--- src/rtl/video_pkg.sv ---
// Shared definitions for the raster timing generator: the timing record, the
// default 640x480 mode and the coordinate width.
package video_pkg;

    localparam int COORD_W   = 12;
    localparam int MAX_TOTAL = 1 << COORD_W;

    typedef struct packed {
        int h_active;
        int h_fp;
        int h_sync;
        int h_bp;
        int v_active;
        int v_fp;
        int v_sync;
        int v_bp;
    } video_timing_t;

    localparam video_timing_t VGA_640x480 = '{
        h_active: 640,
        h_fp:     16,
        h_sync:   96,
        h_bp:     48,
        v_active: 480,
        v_fp:     10,
        v_sync:   2,
        v_bp:     33
    };

    // Raw (undelayed) sync bundle, in the order it travels down the delay line.
    typedef struct packed {
        logic hs;
        logic vs;
        logic de;
    } sync_bits_t;

    function automatic logic in_window(
        input logic [COORD_W-1:0] val,
        input logic [COORD_W-1:0] first,
        input logic [COORD_W-1:0] last
    );
        return (val >= first) && (val <= last);
    endfunction

endpackage

--- src/rtl/video_timing_gen_if.sv ---
// Bundle between the timing generator, the pixel source and the HDMI PHY.
interface video_timing_gen_if;
    import video_pkg::*;

    logic               enable_i;
    logic [COORD_W-1:0] x_o;
    logic [COORD_W-1:0] y_o;
    logic               fetch_valid_o;
    logic               line_start_o;
    logic               frame_start_o;
    logic               hsync_o;
    logic               vsync_o;
    logic               draw_area_o;

    modport master (
        input  enable_i,
        output x_o, y_o, fetch_valid_o, line_start_o, frame_start_o,
        output hsync_o, vsync_o, draw_area_o
    );

    modport slave (
        output enable_i,
        input  x_o, y_o, fetch_valid_o, line_start_o, frame_start_o,
        input  hsync_o, vsync_o, draw_area_o
    );

endinterface

--- src/rtl/video_delay_line.sv ---
// WIDTH x DEPTH shift register that always shifts; synchronous active-low
// reset loads every stage with RESET_VAL.
module video_delay_line #(
    parameter int               WIDTH     = 1,
    parameter int               DEPTH     = 1,
    parameter logic [WIDTH-1:0] RESET_VAL = '0
) (
    input  logic             clk_i,
    input  logic             rstn_i,
    input  logic [WIDTH-1:0] din_i,
    output logic [WIDTH-1:0] dout_o
);

    logic [WIDTH-1:0] stage_q [DEPTH];
    logic [WIDTH-1:0] stage_d [DEPTH];

    always_comb begin
        stage_d[0] = din_i;
        for (int i = 1; i < DEPTH; i++) begin
            stage_d[i] = stage_q[i-1];
        end
    end

    always_ff @(posedge clk_i) begin
        if (!rstn_i) begin
            for (int i = 0; i < DEPTH; i++) begin
                stage_q[i] <= RESET_VAL;
            end
        end else begin
            stage_q <= stage_d;
        end
    end

    assign dout_o = stage_q[DEPTH-1];

endmodule

--- src/rtl/video_timing_gen.sv ---
// Raster timing generator: leading pixel coordinates/strobes for the pixel
// source and PIPE_LAT-delayed hsync/vsync/draw_area for the HDMI PHY.
module video_timing_gen
    import video_pkg::*;
#(
    parameter int H_ACTIVE   = VGA_640x480.h_active,
    parameter int H_FP       = VGA_640x480.h_fp,
    parameter int H_SYNC     = VGA_640x480.h_sync,
    parameter int H_BP       = VGA_640x480.h_bp,
    parameter int V_ACTIVE   = VGA_640x480.v_active,
    parameter int V_FP       = VGA_640x480.v_fp,
    parameter int V_SYNC     = VGA_640x480.v_sync,
    parameter int V_BP       = VGA_640x480.v_bp,
    parameter bit H_SYNC_POL = 1'b0,
    parameter bit V_SYNC_POL = 1'b0,
    parameter int PIPE_LAT   = 2
) (
    input  logic                pixel_clk_i,
    input  logic                rstn_i,
    video_timing_gen_if.master  vid
);

    localparam int H_TOTAL = H_ACTIVE + H_FP + H_SYNC + H_BP;
    localparam int V_TOTAL = V_ACTIVE + V_FP + V_SYNC + V_BP;

    localparam logic [COORD_W-1:0] H_LAST     = COORD_W'(H_TOTAL - 1);
    localparam logic [COORD_W-1:0] V_LAST     = COORD_W'(V_TOTAL - 1);
    localparam logic [COORD_W-1:0] H_ACT      = COORD_W'(H_ACTIVE);
    localparam logic [COORD_W-1:0] V_ACT      = COORD_W'(V_ACTIVE);
    localparam logic [COORD_W-1:0] HS_FIRST   = COORD_W'(H_ACTIVE + H_FP);
    localparam logic [COORD_W-1:0] HS_LAST    = COORD_W'(H_ACTIVE + H_FP + H_SYNC - 1);
    localparam logic [COORD_W-1:0] VS_FIRST   = COORD_W'(V_ACTIVE + V_FP);
    localparam logic [COORD_W-1:0] VS_LAST    = COORD_W'(V_ACTIVE + V_FP + V_SYNC - 1);

    generate
        if (H_TOTAL > MAX_TOTAL || V_TOTAL > MAX_TOTAL) begin : g_total_check
            $error("video_timing_gen: H_TOTAL/V_TOTAL must not exceed %0d", MAX_TOTAL);
        end
        if (PIPE_LAT < 1 || PIPE_LAT > 8) begin : g_lat_check
            $error("video_timing_gen: PIPE_LAT must be within 1..8");
        end
        if (H_SYNC < 1 || V_SYNC < 1 || H_ACTIVE < 1 || V_ACTIVE < 1) begin : g_width_check
            $error("video_timing_gen: active and sync widths must be at least 1");
        end
    endgenerate

    logic               run_q, run_d;
    logic [COORD_W-1:0] h_q, h_d;
    logic [COORD_W-1:0] v_q, v_d;

    // Dropping enable parks the raster at the origin so a restart always
    // begins with a clean frame_start.
    always_comb begin
        run_d = vid.enable_i;
        h_d   = h_q;
        v_d   = v_q;
        if (!vid.enable_i) begin
            h_d = '0;
            v_d = '0;
        end else if (run_q) begin
            if (h_q == H_LAST) begin
                h_d = '0;
                v_d = (v_q == V_LAST) ? '0 : v_q + 1'b1;
            end else begin
                h_d = h_q + 1'b1;
            end
        end
    end

    always_ff @(posedge pixel_clk_i) begin
        if (!rstn_i) begin
            run_q <= 1'b0;
            h_q   <= '0;
            v_q   <= '0;
        end else begin
            run_q <= run_d;
            h_q   <= h_d;
            v_q   <= v_d;
        end
    end

    logic h_active, v_active;
    logic fetch_valid;

    assign h_active    = h_q < H_ACT;
    assign v_active    = v_q < V_ACT;
    assign fetch_valid = run_q & h_active & v_active;

    assign vid.x_o           = h_q;
    assign vid.y_o           = v_q;
    assign vid.fetch_valid_o = fetch_valid;
    assign vid.line_start_o  = run_q & (h_q == '0) & v_active;
    assign vid.frame_start_o = run_q & (h_q == '0) & (v_q == '0);

    sync_bits_t sync_raw, sync_dly;

    assign sync_raw.hs = run_q & in_window(h_q, HS_FIRST, HS_LAST);
    assign sync_raw.vs = run_q & in_window(v_q, VS_FIRST, VS_LAST);
    assign sync_raw.de = fetch_valid;

    // Sync/draw flags lag the coordinates by the pixel source read latency so
    // the PHY sees RGB and its framing on the same cycle.
    video_delay_line #(
        .WIDTH     ($bits(sync_bits_t)),
        .DEPTH     (PIPE_LAT),
        .RESET_VAL ('0)
    ) u_sync_dly (
        .clk_i  (pixel_clk_i),
        .rstn_i (rstn_i),
        .din_i  (sync_raw),
        .dout_o (sync_dly)
    );

    assign vid.hsync_o     = sync_dly.hs ? H_SYNC_POL : ~H_SYNC_POL;
    assign vid.vsync_o     = sync_dly.vs ? V_SYNC_POL : ~V_SYNC_POL;
    assign vid.draw_area_o = sync_dly.de;

endmodule

--- src/flat_wrapper.sv ---
// flat-port wrapper written by rule: the top's interface ports become plain ports
module video_timing_gen_flat import video_pkg::*;
#(
    parameter int H_ACTIVE   = VGA_640x480.h_active,
    parameter int H_FP       = VGA_640x480.h_fp,
    parameter int H_SYNC     = VGA_640x480.h_sync,
    parameter int H_BP       = VGA_640x480.h_bp,
    parameter int V_ACTIVE   = VGA_640x480.v_active,
    parameter int V_FP       = VGA_640x480.v_fp,
    parameter int V_SYNC     = VGA_640x480.v_sync,
    parameter int V_BP       = VGA_640x480.v_bp,
    parameter bit H_SYNC_POL = 1'b0,
    parameter bit V_SYNC_POL = 1'b0,
    parameter int PIPE_LAT   = 2
)
  (pixel_clk_i, rstn_i, vid_enable_i, vid_x_o, vid_y_o, vid_fetch_valid_o, vid_line_start_o, vid_frame_start_o, vid_hsync_o, vid_vsync_o, vid_draw_area_o);
  video_timing_gen_if vid_i ();
  input  logic pixel_clk_i;
  input  logic rstn_i;
  input wire logic [$bits(vid_i.enable_i)-1:0] vid_enable_i;
  output wire logic [$bits(vid_i.x_o)-1:0] vid_x_o;
  output wire logic [$bits(vid_i.y_o)-1:0] vid_y_o;
  output wire logic [$bits(vid_i.fetch_valid_o)-1:0] vid_fetch_valid_o;
  output wire logic [$bits(vid_i.line_start_o)-1:0] vid_line_start_o;
  output wire logic [$bits(vid_i.frame_start_o)-1:0] vid_frame_start_o;
  output wire logic [$bits(vid_i.hsync_o)-1:0] vid_hsync_o;
  output wire logic [$bits(vid_i.vsync_o)-1:0] vid_vsync_o;
  output wire logic [$bits(vid_i.draw_area_o)-1:0] vid_draw_area_o;
  assign vid_i.enable_i = vid_enable_i;
  assign vid_x_o = vid_i.x_o;
  assign vid_y_o = vid_i.y_o;
  assign vid_fetch_valid_o = vid_i.fetch_valid_o;
  assign vid_line_start_o = vid_i.line_start_o;
  assign vid_frame_start_o = vid_i.frame_start_o;
  assign vid_hsync_o = vid_i.hsync_o;
  assign vid_vsync_o = vid_i.vsync_o;
  assign vid_draw_area_o = vid_i.draw_area_o;
  video_timing_gen #(.H_ACTIVE(H_ACTIVE), .H_FP(H_FP), .H_SYNC(H_SYNC), .H_BP(H_BP), .V_ACTIVE(V_ACTIVE), .V_FP(V_FP), .V_SYNC(V_SYNC), .V_BP(V_BP), .H_SYNC_POL(H_SYNC_POL), .V_SYNC_POL(V_SYNC_POL), .PIPE_LAT(PIPE_LAT)) u_core (.pixel_clk_i(pixel_clk_i), .rstn_i(rstn_i), .vid(vid_i));
endmodule
--- config.mk ---
export PLATFORM = sky130hd
export DESIGN_NAME = video_timing_gen_flat
export DESIGN_NICKNAME = d
export VERILOG_FILES = /design/src/rtl/video_pkg.sv /design/src/rtl/video_timing_gen_if.sv /design/src/rtl/video_delay_line.sv /design/src/rtl/video_timing_gen.sv /design/src/flat_wrapper.sv
export SDC_FILE = /design/constraint.sdc
export NUM_CORES = 1
export LEC_CHECK = 0
export BUFFER_PORTS_ARGS = -buffer_cell sky130_fd_sc_hd__clkbuf_2
export CAP_MARGIN = 20
export CORE_MARGIN = 4
export CORE_UTILIZATION = 57
export DETAILED_ROUTE_END_ITERATION = 8
export PLACE_DENSITY = 0.86
export REMOVE_ABC_BUFFERS = 1
export SLEW_MARGIN = 20
export SYNTH_ARGS = -nofsm -noshare
export SYNTH_HDL_FRONTEND = slang
export SYNTH_SLANG_ARGS = --single-unit
export TNS_END_PERCENT = 30
--- constraint.sdc ---
create_clock -name pixel_clk_i -period 3.3 [get_ports pixel_clk_i]
set_clock_uncertainty 0.15 [all_clocks]
set_input_delay 0.165 -clock pixel_clk_i [delete_from_list [all_inputs] [get_ports pixel_clk_i]]
set_output_delay 0.165 -clock pixel_clk_i [all_outputs]
set_load 0.005 [all_outputs]
==> results.md <==
- The worst IR drop on VDD is 0.321 mV.
- Global routing consumed, over all layers together, 23.2% of the routing resources.
- For this run, design rule violations remaining after detail routing come to 0.
- The layout-stage area growth over the synthesis result is 16.0%.
- The most critical setup path has its startpoint at u_core.vid.x_o[0]$_SDFFE_PN0P_.
- The number of clock buffers added by TritonCTS is 5.
- No sink is reached through more buffers than the 2 on the longest clock path.
- The area occupied by multi-input gates is 853 um2.
- The number of filler instances in the final layout is 199.
- The run finished with clean final reports.
- The via count of the first global-routing pass is 1,300.
- The part of the cycle the worst path needs is 63.0%.
- On the critical path the largest part of the delay comes from simple AND/OR/NAND/NOR gates.
- The first-iteration detailed-routing DRC count is 116.
- The largest fanout of any net on the critical path is 9.
- The worst setup path is launched from a flip-flop.
- The detail route stage leaves a number of antenna-violating nets equal to 0.
- In this run the cell area of the synthesized design comes to 1560 um2.
- The ratio of cells with drive above 1 in the final layout is 21.8%.
- The number of register bits inferred by synthesis is 31.
- The source of the worst register-to-register timing path is u_core.vid.x_o[0]$_SDFFE_PN0P_.
- Input and output buffers added on the ports amount to 32.
- In the layout the commonest cells are clkbuf_2 (32), dfxtp_1 (31), nor2_1 (18).
- The TritonCTS clock tree is yes.
- The number of cells on the worst reg-to-reg path is 5.
- For this run, the slowest stage of the critical path takes 420 ps.
- Summed over all failing endpoints, the final setup total negative slack is 0 ps.
- In this run the worst hold path is classified as in2reg.
- In this run the count of I/O pins placed on the die edge is 33.
- The first global-routing pass estimated 6200 um of wire.
- Using the TritonRoute via totals, the vias-per-cell ratio works out to 5.98.
- The count of endpoints failing setup in the final report is 0.
- Gates resized during post-CTS repair numbered 0.
- After layout, the minimum clock period comes to 2080 ps.
- The initial antenna violation count came to 0.
- 0 antenna diodes ended up in the layout.
- After the last flow step, the layout net total stands at 222.
- The total detailed-routing wirelength is 3660 um.
- The critical path contains buffers and inverters numbering 0 combined.
- The number of H-tree levels is 2.
- The worst setup path is captured at a flip-flop.
- The latest clock arrival within the worst-skew pair is 350 ps.
- The finished cells cover 1810 um2.
- The cell count after synthesis is 183.
- The most common cell after layout, fill and taps aside is clkbuf_2.
- In this run the power density over the cells is 394 nW/um2.
- The final weighted congestion in routability-driven placement is 0.882.
- The cell sitting at the root of the clock tree is a clkbuf_4.
- The HPWL after detailed placement is 2610 um.
- The die boundary width is 60.3 um.
- The floorplan step defined a core boundary enclosing 2540 um2.
- The critical path is of the reg2reg type.
- The distinct cell type count after synthesis is 32.
- Across all setup checks in the final design, the least slack found is 1220 ps.
- The detailed-routing iteration count for the pre-antenna-repair pass is 5.
- The clock transition at the registers of the reported paths is 100 ps.
- The final-report hold violation count is 0.
- The die height is 60.3 um.
- Registers take 621 um2.
- The hold path startpoint is vid_enable_i.
- The cell at the slowest stage of the critical path is dfxtp_1.
- The proportion of synthesized chip area in sequential cells is 39.9%.
- In the final routed layout, each cell accounts on average for 14.9 um.
- The number of core rows is 18.
- For this run, the top clock speed supported by timing is 481 MHz.
- The total global routing overflow is 0.
- The pin count of the biggest net entering global routing is 14.
- The worst hold path terminates at u_core.vid.x_o[6]$_SDFFE_PN0P_.
- The max-slew violation count is 0.
- The number of vias after detailed routing is 1,470.
- The post-placement setup slack is 1250 ps.
- After synthesis, the mean cell area works out to 8.51 um2.
- For the pin with the worst max-slew slack, the measured transition is 500 ps.
- The clock drives 31 sinks.
- The critical path arrival is 2210 ps.
- Setup repair after global routing left no endpoint under its margin.
- At the worst endpoint, the required time is 3430 ps.
- The signal on the critical path passes through ha_1 -> and4_1 -> nand4_2 -> or3_1 -> a21oi_1.
- The max-slew headroom at the worst pin is 66.6%.
- The post-placement cell area is 1710 um2.
- The number of warning messages in the yosys log is 0.
- The die covers 3630 um2.
- The initial core utilization is 61.2%.
- The worst hold path was traced through 3 stages.
- For flop-to-flop paths, the worst setup slack is 1220 ps.
- The analysis attributes to cell leakage a power of 0.717 nW.
- Across the run, the number of max-cap violations was 0.
- The endpoint identified for the worst register-to-register timing path is u_core.vid.y_o[11]$_SDFFE_PN0P_.
-- repair_timing --
item	4_1_cts	5_1_grt
endpoints found under the hold margin	5	0
buffers inserted	0	0
hold buffers	1	0
-- flip-flops by register name, summed over array words and instances, names as in the netlist --
register	flops
u_core.vid.y_o	12
u_core.u_sync_dly.stage_d	3
u_core.u_sync_dly.dout_o	3
u_core.vid.x_o	12
u_core.run_q	1
-- Yosys cell counts --
cell,number,area share [%]
nand4_2,2,1.6
nand2_1,14,3.4
nor4b_1,1,0.56
nor4b_2,1,0.96
and4b_1,1,0.64
o21ai_2,1,0.56
nor3_1,6,1.9
o21ai_0,10,3.2
nand4_4,1,1.4
or3_1,8,3.2
nor2_1,18,4.3
nor4_1,4,1.6
nor2b_1,1,0.40
inv_1,10,2.4
nand4_1,6,2.4
buf_4,2,0.96
or4_1,2,0.96
xor2_1,5,2.8
a21oi_1,12,3.9
xnor2_1,7,3.9
ha_1,4,3.2
buf_2,4,1.3
and3_1,3,1.2
dfxtp_1,31,40
nor3_4,1,1.0
and4bb_4,1,1.0
mux2i_1,1,0.64
nand3_1,12,3.9
clkbuf_2,2,0.64
nor4bb_1,1,0.64
and4_1,6,3.4
and2_1,5,2.0
-- worst register-to-register path, cell delays in order, from the launching register on --
cell     delay (ps)
dfxtp_1         420
ha_1            220
and4_1          390
nand4_2         280
or3_1           410
a21oi_1         160
-- logic make-up after synthesis --
| logic type | Yosys count | share of synthesized area (%) |
|---|---|---|
| xor gates and xnor gates | 12 | 6.75 |
| AOI/OAI and AO/OA | 23 | 7.64 |
| DFF | 31 | 39.9 |
| muxes | 1 | 0.643 |
| buffers and inverters | 18 | 5.31 |
| adders and majority gates | 4 | 3.22 |
| and+or+nand+nor | 94 | 36.6 |
-- through the flow --
| stage | utilization (%) | power (mW) | cells | hold slack, ps |
|---|---|---|---|---|
| finish | 70.9 | 0.712 | 246 | 10.3 |
| global route | 70.9 | 0.740 | 246 | 24.6 |
| CTS | 70.9 | 0.714 | 246 | 2.26 |
| detailed placement | 67.2 | 0.404 | 237 | 275 |
| global placement | 67.2 | 0.404 | 237 | 267 |
| floorplan | - | 0.396 | 175 | 137 |
-- worst max-delay path by stage --
| stage | cells after the start | slack, ps | to |
|---|---|---|---|
| floorplan | 5 | 1370 | u_core.vid.y_o[3]$_SDFFE_PN0P_ |
| global placement | 5 | 1330 | u_core.vid.y_o[3]$_SDFFE_PN0P_ |
| detailed placement | 5 | 1250 | u_core.vid.y_o[3]$_SDFFE_PN0P_ |
| CTS | 5 | 1230 | u_core.vid.y_o[11]$_SDFFE_PN0P_ |
| global route | 5 | 1050 | u_core.vid.y_o[11]$_SDFFE_PN0P_ |
| finish | 5 | 1220 | u_core.vid.y_o[11]$_SDFFE_PN0P_ |
-- layer usage --
layer  global-route usage (%)  part of all wire (%)
met5                        0                     0
met3                     9.50                   8.7
met1                     28.6                    42
met2                     34.3                    46
met4                     12.3                   2.7
-- cell type report --
type / instances / area share [%]
Inverter: 10 / 2.08
Timing Repair Buffer: 33 / 9.42
Tap cell: 30 / 2.08
Clock buffer: 6 / 2.84
Sequential cell: 31 / 34.4
Multi-Input combinational cell: 134 / 47.3
Clock inverter: 2 / 1.94
-- power by group --
group / total [mW] / internal [mW] / switching, mW / leakage [nW]
Sequential: 0.379 / 0.376 / 0.00282 / 0.250
Combinational: 0.0181 / 0.00719 / 0.0109 / 0.419
Clock: 0.315 / 0.179 / 0.136 / 0.0482
Total: 0.712 / 0.562 / 0.150 / 0.717
Note: power is estimated with default switching activity, not from simulation.
